**src/rtl/collision_scan.sv**
```systemverilog
// Collision scan sequencer: walks the 4x4 piece window through the external index
// stage and playfield RAM, and reports whether the candidate placement collides.
module collision_scan #(
  parameter int FIELD_W = 10,
  parameter int FIELD_H = 20
) (
  input  logic        clk,
  input  logic        rst_n,
  input  logic        start,
  input  logic [4:0]  pos_x,
  input  logic [4:0]  pos_y,
  input  logic [9:0]  rot,
  input  logic [15:0] shape,
  output logic [4:0]  pos_x_o,
  output logic [4:0]  pos_y_o,
  output logic [9:0]  rot_o,
  output logic [1:0]  b_x,
  output logic [1:0]  b_y,
  input  logic [3:0]  block_index,
  input  logic [8:0]  field_index,
  output logic [8:0]  field_rd_addr,
  input  logic        field_rd_data,
  output logic        busy,
  output logic        done,
  output logic        collision
);

  typedef enum logic [1:0] {
    IDLE  = 2'd0,
    SCAN  = 2'd1,
    DRAIN = 2'd2,
    DONE  = 2'd3
  } state_t;

  state_t      state_r;
  logic [3:0]  cnt_r;
  logic        drain_r;
  logic [15:0] shape_r;

  logic        vld_d1_r;
  logic        vld_d2_r;
  logic [1:0]  b_x_d1_r;
  logic [1:0]  b_y_d1_r;
  logic [1:0]  b_x_d2_r;
  logic [1:0]  b_y_d2_r;
  logic        shape_bit_r;

  logic        accept_s;
  logic [5:0]  cell_x_s;
  logic [5:0]  cell_y_s;
  logic        hit_s;

  // A cell outside the playfield is a wall or floor hit regardless of RAM contents.
  function automatic logic cell_oob(input logic [5:0] x, input logic [5:0] y);
    cell_oob = (x >= 6'(FIELD_W)) || (y >= 6'(FIELD_H));
  endfunction

  assign field_rd_addr = field_index;

  // Start acceptance and per-cell hit evaluation for the cell leaving the pipeline.
  always_comb begin
    accept_s = 1'b0;
    cell_x_s = 6'd0;
    cell_y_s = 6'd0;
    hit_s    = 1'b0;
    if (state_r == IDLE) begin
      accept_s = start;
    end else begin
      accept_s = 1'b0;
    end
    cell_x_s = {1'b0, pos_x_o} + {4'b0000, b_x_d2_r};
    cell_y_s = {1'b0, pos_y_o} + {4'b0000, b_y_d2_r};
    hit_s    = shape_bit_r & (cell_oob(cell_x_s, cell_y_s) | field_rd_data);
  end

  // Sequencer FSM: latches the request, drives cell coordinates, times the result.
  always_ff @(posedge clk) begin
    if (!rst_n) begin
      state_r <= IDLE;
      cnt_r   <= 4'd0;
      drain_r <= 1'b0;
      shape_r <= 16'd0;
      pos_x_o <= 5'd0;
      pos_y_o <= 5'd0;
      rot_o   <= 10'd0;
      b_x     <= 2'd0;
      b_y     <= 2'd0;
      busy    <= 1'b0;
      done    <= 1'b0;
    end else begin
      case (state_r)
        IDLE: begin
          done <= 1'b0;
          if (accept_s) begin
            pos_x_o <= pos_x;
            pos_y_o <= pos_y;
            rot_o   <= rot;
            shape_r <= shape;
            cnt_r   <= 4'd0;
            b_x     <= 2'd0;
            b_y     <= 2'd0;
            busy    <= 1'b1;
            state_r <= SCAN;
          end else begin
            busy    <= 1'b0;
          end
        end
        SCAN: begin
          if (cnt_r == 4'd15) begin
            b_x     <= 2'd0;
            b_y     <= 2'd0;
            drain_r <= 1'b0;
            state_r <= DRAIN;
          end else begin
            cnt_r <= cnt_r + 4'd1;
            {b_y, b_x} <= cnt_r + 4'd1;
          end
        end
        DRAIN: begin
          // Two cycles let the last cell's index and RAM data reach the hit logic.
          if (drain_r) begin
            done    <= 1'b1;
            state_r <= DONE;
          end else begin
            drain_r <= 1'b1;
          end
        end
        DONE: begin
          done    <= 1'b0;
          busy    <= 1'b0;
          state_r <= IDLE;
        end
        default: begin
          done    <= 1'b0;
          busy    <= 1'b0;
          state_r <= IDLE;
        end
      endcase
    end
  end

  // Alignment pipeline: matches cell coordinates and shape bit to the RAM data latency.
  always_ff @(posedge clk) begin
    if (!rst_n) begin
      vld_d1_r    <= 1'b0;
      vld_d2_r    <= 1'b0;
      b_x_d1_r    <= 2'd0;
      b_y_d1_r    <= 2'd0;
      b_x_d2_r    <= 2'd0;
      b_y_d2_r    <= 2'd0;
      shape_bit_r <= 1'b0;
    end else begin
      vld_d1_r    <= (state_r == SCAN);
      vld_d2_r    <= vld_d1_r;
      b_x_d1_r    <= b_x;
      b_y_d1_r    <= b_y;
      b_x_d2_r    <= b_x_d1_r;
      b_y_d2_r    <= b_y_d1_r;
      shape_bit_r <= shape_r[block_index];
    end
  end

  // Collision accumulator: cleared on acceptance, held after the scan completes.
  always_ff @(posedge clk) begin
    if (!rst_n) begin
      collision <= 1'b0;
    end else if (accept_s) begin
      collision <= 1'b0;
    end else if (vld_d2_r) begin
      collision <= collision | hit_s;
    end else begin
      collision <= collision;
    end
  end

endmodule

```
**config.mk**
```make
export PLATFORM = sky130hd
export DESIGN_NAME = collision_scan
export DESIGN_NICKNAME = d
export VERILOG_FILES = /design/src/rtl/collision_scan.sv
export SDC_FILE = /design/constraint.sdc
export NUM_CORES = 1
export LEC_CHECK = 0
export CAP_MARGIN = 0
export CORE_AREA = 2 2 79 81
export DETAILED_ROUTE_END_ITERATION = 16
export DIE_AREA = 0 0 81 83
export GPL_TIMING_DRIVEN = 0
export HOLD_SLACK_MARGIN = 0.15
export PLACE_DENSITY = 0.84
export SLEW_MARGIN = 30
export SYNTH_ARGS = -nofsm -noshare
export SYNTH_HDL_FRONTEND = slang
export SYNTH_SLANG_ARGS = --single-unit
```
**constraint.sdc**
```tcl
create_clock -name clk -period 2.5 [get_ports clk]
set_clock_uncertainty 0.2 [all_clocks]
set_input_delay 0.5 -clock clk [delete_from_list [all_inputs] [get_ports clk]]
set_output_delay 0.5 -clock clk [all_outputs]
set_load 0.005 [all_outputs]
```
== After elaboration in Yosys (flattened, before gate mapping) ==
Index checks and enable logic that the tools add are counted.

* Register bits after elaboration: 61
* Latch bits: 0
* Memory bits (writable): 0
* ROM bits: 0
* Input bits: 53
* Word-level logic and storage cells: 72
* Memories: 0

* Add/sub/neg operators: 3
* $mul: 0
* Divide/modulo/power cells: 0
* Magnitude comparators: 3
* Eq/ne operators: 8
* Shifts and indexed selects: 0
* Muxes and demuxes: 21
* Bitwise operators: 4
* Reductions and logical operators: 14

{| class="wikitable"
|+ Operators by type and width
! kind !! count
|-
| adder 5 x 2 -> 6 bit || 2
|-
| 2-to-1 mux 2 bit || 6
|-
| 2-to-1 mux 4 bit || 2
|-
| inequality test 2 bit, second input constant || 4
|-
| one-hot mux 2 bit (2 select lines) || 2
|-
| one-hot mux 2 bit (4 select lines) || 1
|-
| one-hot mux 4 bit (2 select lines) || 1
|-
| AND reduction 2 bit || 4
|-
| nonzero test 2 bit || 4
|-
| greater-or-equal comparator 6 x 4 -> 1 bit, second input constant || 1
|-
| greater-or-equal comparator 6 x 5 -> 1 bit, second input constant || 1
|-
| one-hot mux 1 bit (2 select lines) || 3
|-
| AND reduction 3 bit || 2
|-
| < comparator 4 x 5 -> 1 bit, second input constant || 1
|-
| 2-to-1 mux 1 bit || 5
|-
| adder 4 x 1 -> 4 bit, second input constant || 1
|-
| binary-select mux 1 bit (select 4 bit) || 1
|-
| equality test 2 bit, second input constant || 2
|-
| equality test 4 bit, second input constant || 1
|-
| OR reduction 2 bit || 2
|-
| equality test 2 x 1 -> 1 bit, second input constant || 1
|-
| zero test 2 bit || 1
|-
| OR 1 bit || 2
|-
| AND 1 bit || 1
|-
| 2 further kinds || 2
|}

== Logic depth before layout (Yosys ltp) ==
* Word-level depth: 6
* Gate-level depth with buffers: 7

== Least setup slack after synthesis ==
OpenSTA, ideal clock, no wires.

* Path type: register -> register
* Start: register pos_x_o[0]
* End: register collision
* Library setup time: 123 ps
* Arrival: 1,484 ps
* Required time: 2,177 ps
* Slack: 693 ps
* Stages on the path, launching flop included: 8
* Path buffers: 0
* Clock period less this slack: 1,807 ps
* Cells stage by stage: dfxtp_1 ha_1 inv_1 fa_1 nand2_1 a211o_1 nand3b_1 o22ai_1

* Word-level cells in the longest chain between the ends: 6

{| class="wikitable"
|+ RTL lines
! element !! line !! source
|-
| start: declaration || 14 || <nowiki>output logic [4:0] pos_x_o,</nowiki>
|-
| start signal: assignment || 95 || <nowiki>pos_x_o <= pos_x;</nowiki>
|-
| adder 5 x 2 -> 6 bit || 71 || <nowiki>cell_x_s = {1'b0, pos_x_o} + {4'b0000, b_x_d2_r};</nowiki>
|-
| greater-or-equal comparator 6 x 4 -> 1 bit || 55 || <nowiki>cell_oob = (x >= 6'(FIELD_W)) || (y >= 6'(FIELD_H));</nowiki>
|-
| logical OR 1 bit || 55 ||
|-
| OR 1 bit || 73 || <nowiki>hit_s = shape_bit_r & (cell_oob(cell_x_s, cell_y_s) | field_rd_data);</nowiki>
|-
| AND 1 bit || 73 ||
|-
| OR 1 bit || 170 || <nowiki>collision <= collision | hit_s;</nowiki>
|-
| end signal: assignment || 170 ||
|-
| end signal: assignment || 172 || <nowiki>collision <= collision;</nowiki>
|-
| end: declaration || 25 || <nowiki>output logic collision</nowiki>
|}

Every way passes these cells.
A chain may end at the register's enable or synchronous reset.

== Final worst setup path ==
* Start: input port block_index[1]
* End: register shape_bit_r

* Word-level cells in the longest chain between the ends: 2

{| class="wikitable"
|+ RTL lines
! element !! line !! source
|-
| start: declaration || 19 || <nowiki>input logic [3:0] block_index,</nowiki>
|-
| binary-select mux 1 bit (select 4 bit) || 159 || <nowiki>shape_bit_r <= shape_r[block_index];</nowiki>
|-
| 2-to-1 mux 1 bit (implied by the code) || 159 ||
|-
| end signal: assignment || 159 ||
|-
| end: declaration || 46 || <nowiki>logic shape_bit_r;</nowiki>
|}

Every way passes these cells. The select of a mux whose other input is x is not followed.

==> results_dict.tcl <==
set metrics [dict create \
    crit_slowest_cell "clkdlybuf4s50_1" \
    cts_buffers 9 \
    hp-class "flip-flop to flip-flop" \
    drt-initial-drc-count 99 \
    avgSynthCellArea_sq_um 8.65 \
    path_cells "clkdlybuf4s50_1 > mux4_1 > mux2_2 > nand3_2 > o31ai_2" \
    place_inst 453 \
    dr.pass1.iters 4 \
    n_antenna_cell 0 \
    cp_num_buf_inv 1 \
    synth_flop_cell "dfxtp_1" \
    cp_top_family "multiplexers" \
    clockBufferDepth 2 \
    cts_resized 0 \
    drc 0 \
    drive_gt1_share_pct 8.88 \
    io_pins 89 \
    via_per_inst 5.05 \
    preCtsSetupSlack_ps 38.5 \
    sw_frac_of_total_pct 29.5 \
    gp_congestion 0.855 \
    cp_num_cells 5 \
    arrival_ps 2120 \
    syn2layout_area_growth_pct 43.5 \
    grt_max_degree 11 \
    rsz0062_at_grt "no" \
    grt_pass1_vias 2301 \
    cts-root-buf "clkbuf_8" \
    track_usage_pct 19.4 \
    clkPwrFrac_pct 33.0 \
    cp-end-kind "flip-flop" \
    synth_async_sr_flop_share_pct 0 \
    synth_warnings 0 \
    setup-tns-final_ps 0 \
    combPwrFrac_pct 28.4 \
    cts.sinks 61 \
    vias 2369 \
    slew_viol_final 0 \
    synth_edf_count 0 \
    max-cap-violations 0 \
    die_area_sq_um 6720 \
    final_cell_count_no_fill 469 \
    chipWidth_microns 81 \
    cts-hold-fix-buffers 0 \
    cts_tree "done" \
    synth_cell_types 39 \
    num_rows 28 \
    utilization_pct 63.8 \
    hold_slack_ps 227 \
    finalSetupViolCount 0 \
    core-area_sq_um 5820 \
    placed_area_sq_um 3470 \
    rr_worst_depth 7 \
    antenna_found_initial 0 \
    worstPathRequired_ps 2520 \
    clk_latency_ps 330 \
    syn-num-nets 363 \
    grt_pass1_wl_microns 10100 \
    maxSlewHeadroom_pct 66.2 \
    initial_core_util_pct 44.5 \
    worst_setup_path_start_kind "primary input" \
    cts_htree_levels 3 \
    num-nets-final 453 \
    p_leak_nw 1.52 \
    overflow 0 \
    cp_slowest_stage_delay_ps 610 \
    max_slew.worst_pin.slew_ps 506 \
    final-hold-violation-count 0 \
    status "complete, no violations" \
    syn_area_sq_um 2590 \
    dp_hpwl_microns 4570 \
    fmax_ghz 0.476 \
    p_int_mw 2.25 \
    power_density_nw_per_um2 860 \
    power_frac_seq_pct 38.6 \
    clk_pin_slew_worst_paths_ps 70 \
    holdPathStages 1 \
    post-route-min-period_ps 2100 \
    ir_drop_mv 0.410 \
    period_share_pct 84.0 \
    postCtsSetupBuffers 0 \
    ys_seq_area_share_pct 47.2 \
    power.switching_mw 0.940 \
    ys_ff_latch 61 \
    critical_path.max_fanout 4 \
    postRouteAntennaNets 0 \
    critPathKind "primary input to flip-flop" \
    drt_wl_total_microns 6280 \
    netlist_instances 299 \
    timing.final.ws_setup_ps 400 \
    power_mw 3.19 \
    die_h_microns 83 \
    port_buffers 79 \
    fin_area_sq_um 3710 \
    wire_per_inst_microns 13.4 \
]
-- layout make-up --
cell class              count  area (sq um)
fillers                   519          2100
flip-flops and latches     61          1220
multi-input cells         203          1190
repair buffers             79           791
clock buffers              12           145
plain buffers              23           128
clock inverters             4          95.1
well taps                  75          93.8
inverters                  12          45.0
-- sequential cells by signal, summed over array words and instances (netlist names) --
signal	cells
b_x_d1_r	2
shape_bit_r	1
busy	1
b_y	2
rot_o	10
pos_x_o	5
cnt_r	4
b_x	2
pos_y_o	5
b_y_d1_r	2
drain_r	1
collision	1
shape_r	16
b_x_d2_r	2
vld_d2_r	1
state_r	2
done	1
b_y_d2_r	2
vld_d1_r	1
-- logic make-up (layout without fill, tap and decap cells) --
logic type                 Yosys count  in the layout  share of synthesized area [%]
DFF                                 61             61                           47.2
buffers and inverters               35            130                           6.67
xor gates and xnor gates             2              2                          0.677
and+or+nand+nor                    116            116                           19.3
adders and majority gates           11             11                           5.90
AOI/OAI and AO/OA                   66             66                           14.5
muxes                                8              8                           5.71
-- synthesized netlist by cell type, drive strengths merged, types with 2 or more instances --
master   n  share of area, %
a21oi   45               8.7
nor2    11               1.6
a21o     4               1.2
nor3     2              0.39
mux2     2              0.87
xor2     2              0.68
mux2i    2              0.77
clkbuf   6              0.92
nand2   81                12
mux4     4               4.1
and2    10               2.4
buf     17               4.0
inv     12               1.7
ha       9               4.4
nand3    5               1.2
fa       2               1.5
dfxtp   61                47
o21ai    7               1.4
a211oi   2              0.58
-- per-layer routing --
layer | global-route usage (%) | part of all wire, %
met5 | 0 | 0
met3 | 6.41 | 7.9
met1 | 21.4 | 40
met4 | 10.6 | 2.4
met2 | 32.1 | 49
-- worst paths after layout --
check | end | from | slack (ps)
hold / removal | b_x_d2_r[0] | b_x_d1_r[0] | 230
setup reg to reg | shape_r[12] | state_r[0] | 430
setup / recovery | shape_bit_r | block_index[1] | 400
hold reg to reg | b_x_d2_r[0] | b_x_d1_r[0] | 230
-- worst reg2reg max path: stages, from the launching register on --
cell and delay, ps:
dfxtp_1 380, inv_1 90, ha_1 260, nand2_1 90, buf_2 240, buf_1 380
nand2_1 110, a21oi_1 220
-- power by group through the flow --
stage               logic (mW)  clock network [mW]  registers (mW)
floorplan                0.528                   0            1.24
global placement         0.866                   0            1.24
detailed placement       0.895                   0            1.25
CTS                      0.914                1.07            1.23
global route              1.02                1.11            1.25
finish                   0.905                1.05            1.23
-- cell usage in the layout (no fill, tap or decap), types with 2 or more instances in the layout --
| cell | count |
|---|---|
| clkbuf_8 | 10 |
| nand3_1 | 4 |
| ha_1 | 9 |
| a21o_1 | 4 |
| mux2_2 | 2 |
| fa_1 | 2 |
| bufinv_16 | 3 |
| inv_1 | 11 |
| buf_2 | 5 |
| buf_1 | 3 |
| clkdlybuf4s50_1 | 79 |
| buf_4 | 9 |
| clkbuf_1 | 7 |
| nand2_1 | 81 |
| nor2_1 | 11 |
| mux4_1 | 4 |
| and2_1 | 10 |
| a211oi_1 | 2 |
| nor3_1 | 2 |
| dfxtp_1 | 61 |
| o21ai_0 | 7 |
| a21oi_1 | 45 |
| mux2i_1 | 2 |
| xor2_1 | 2 |
Note: power is estimated with default switching activity, not from simulation.
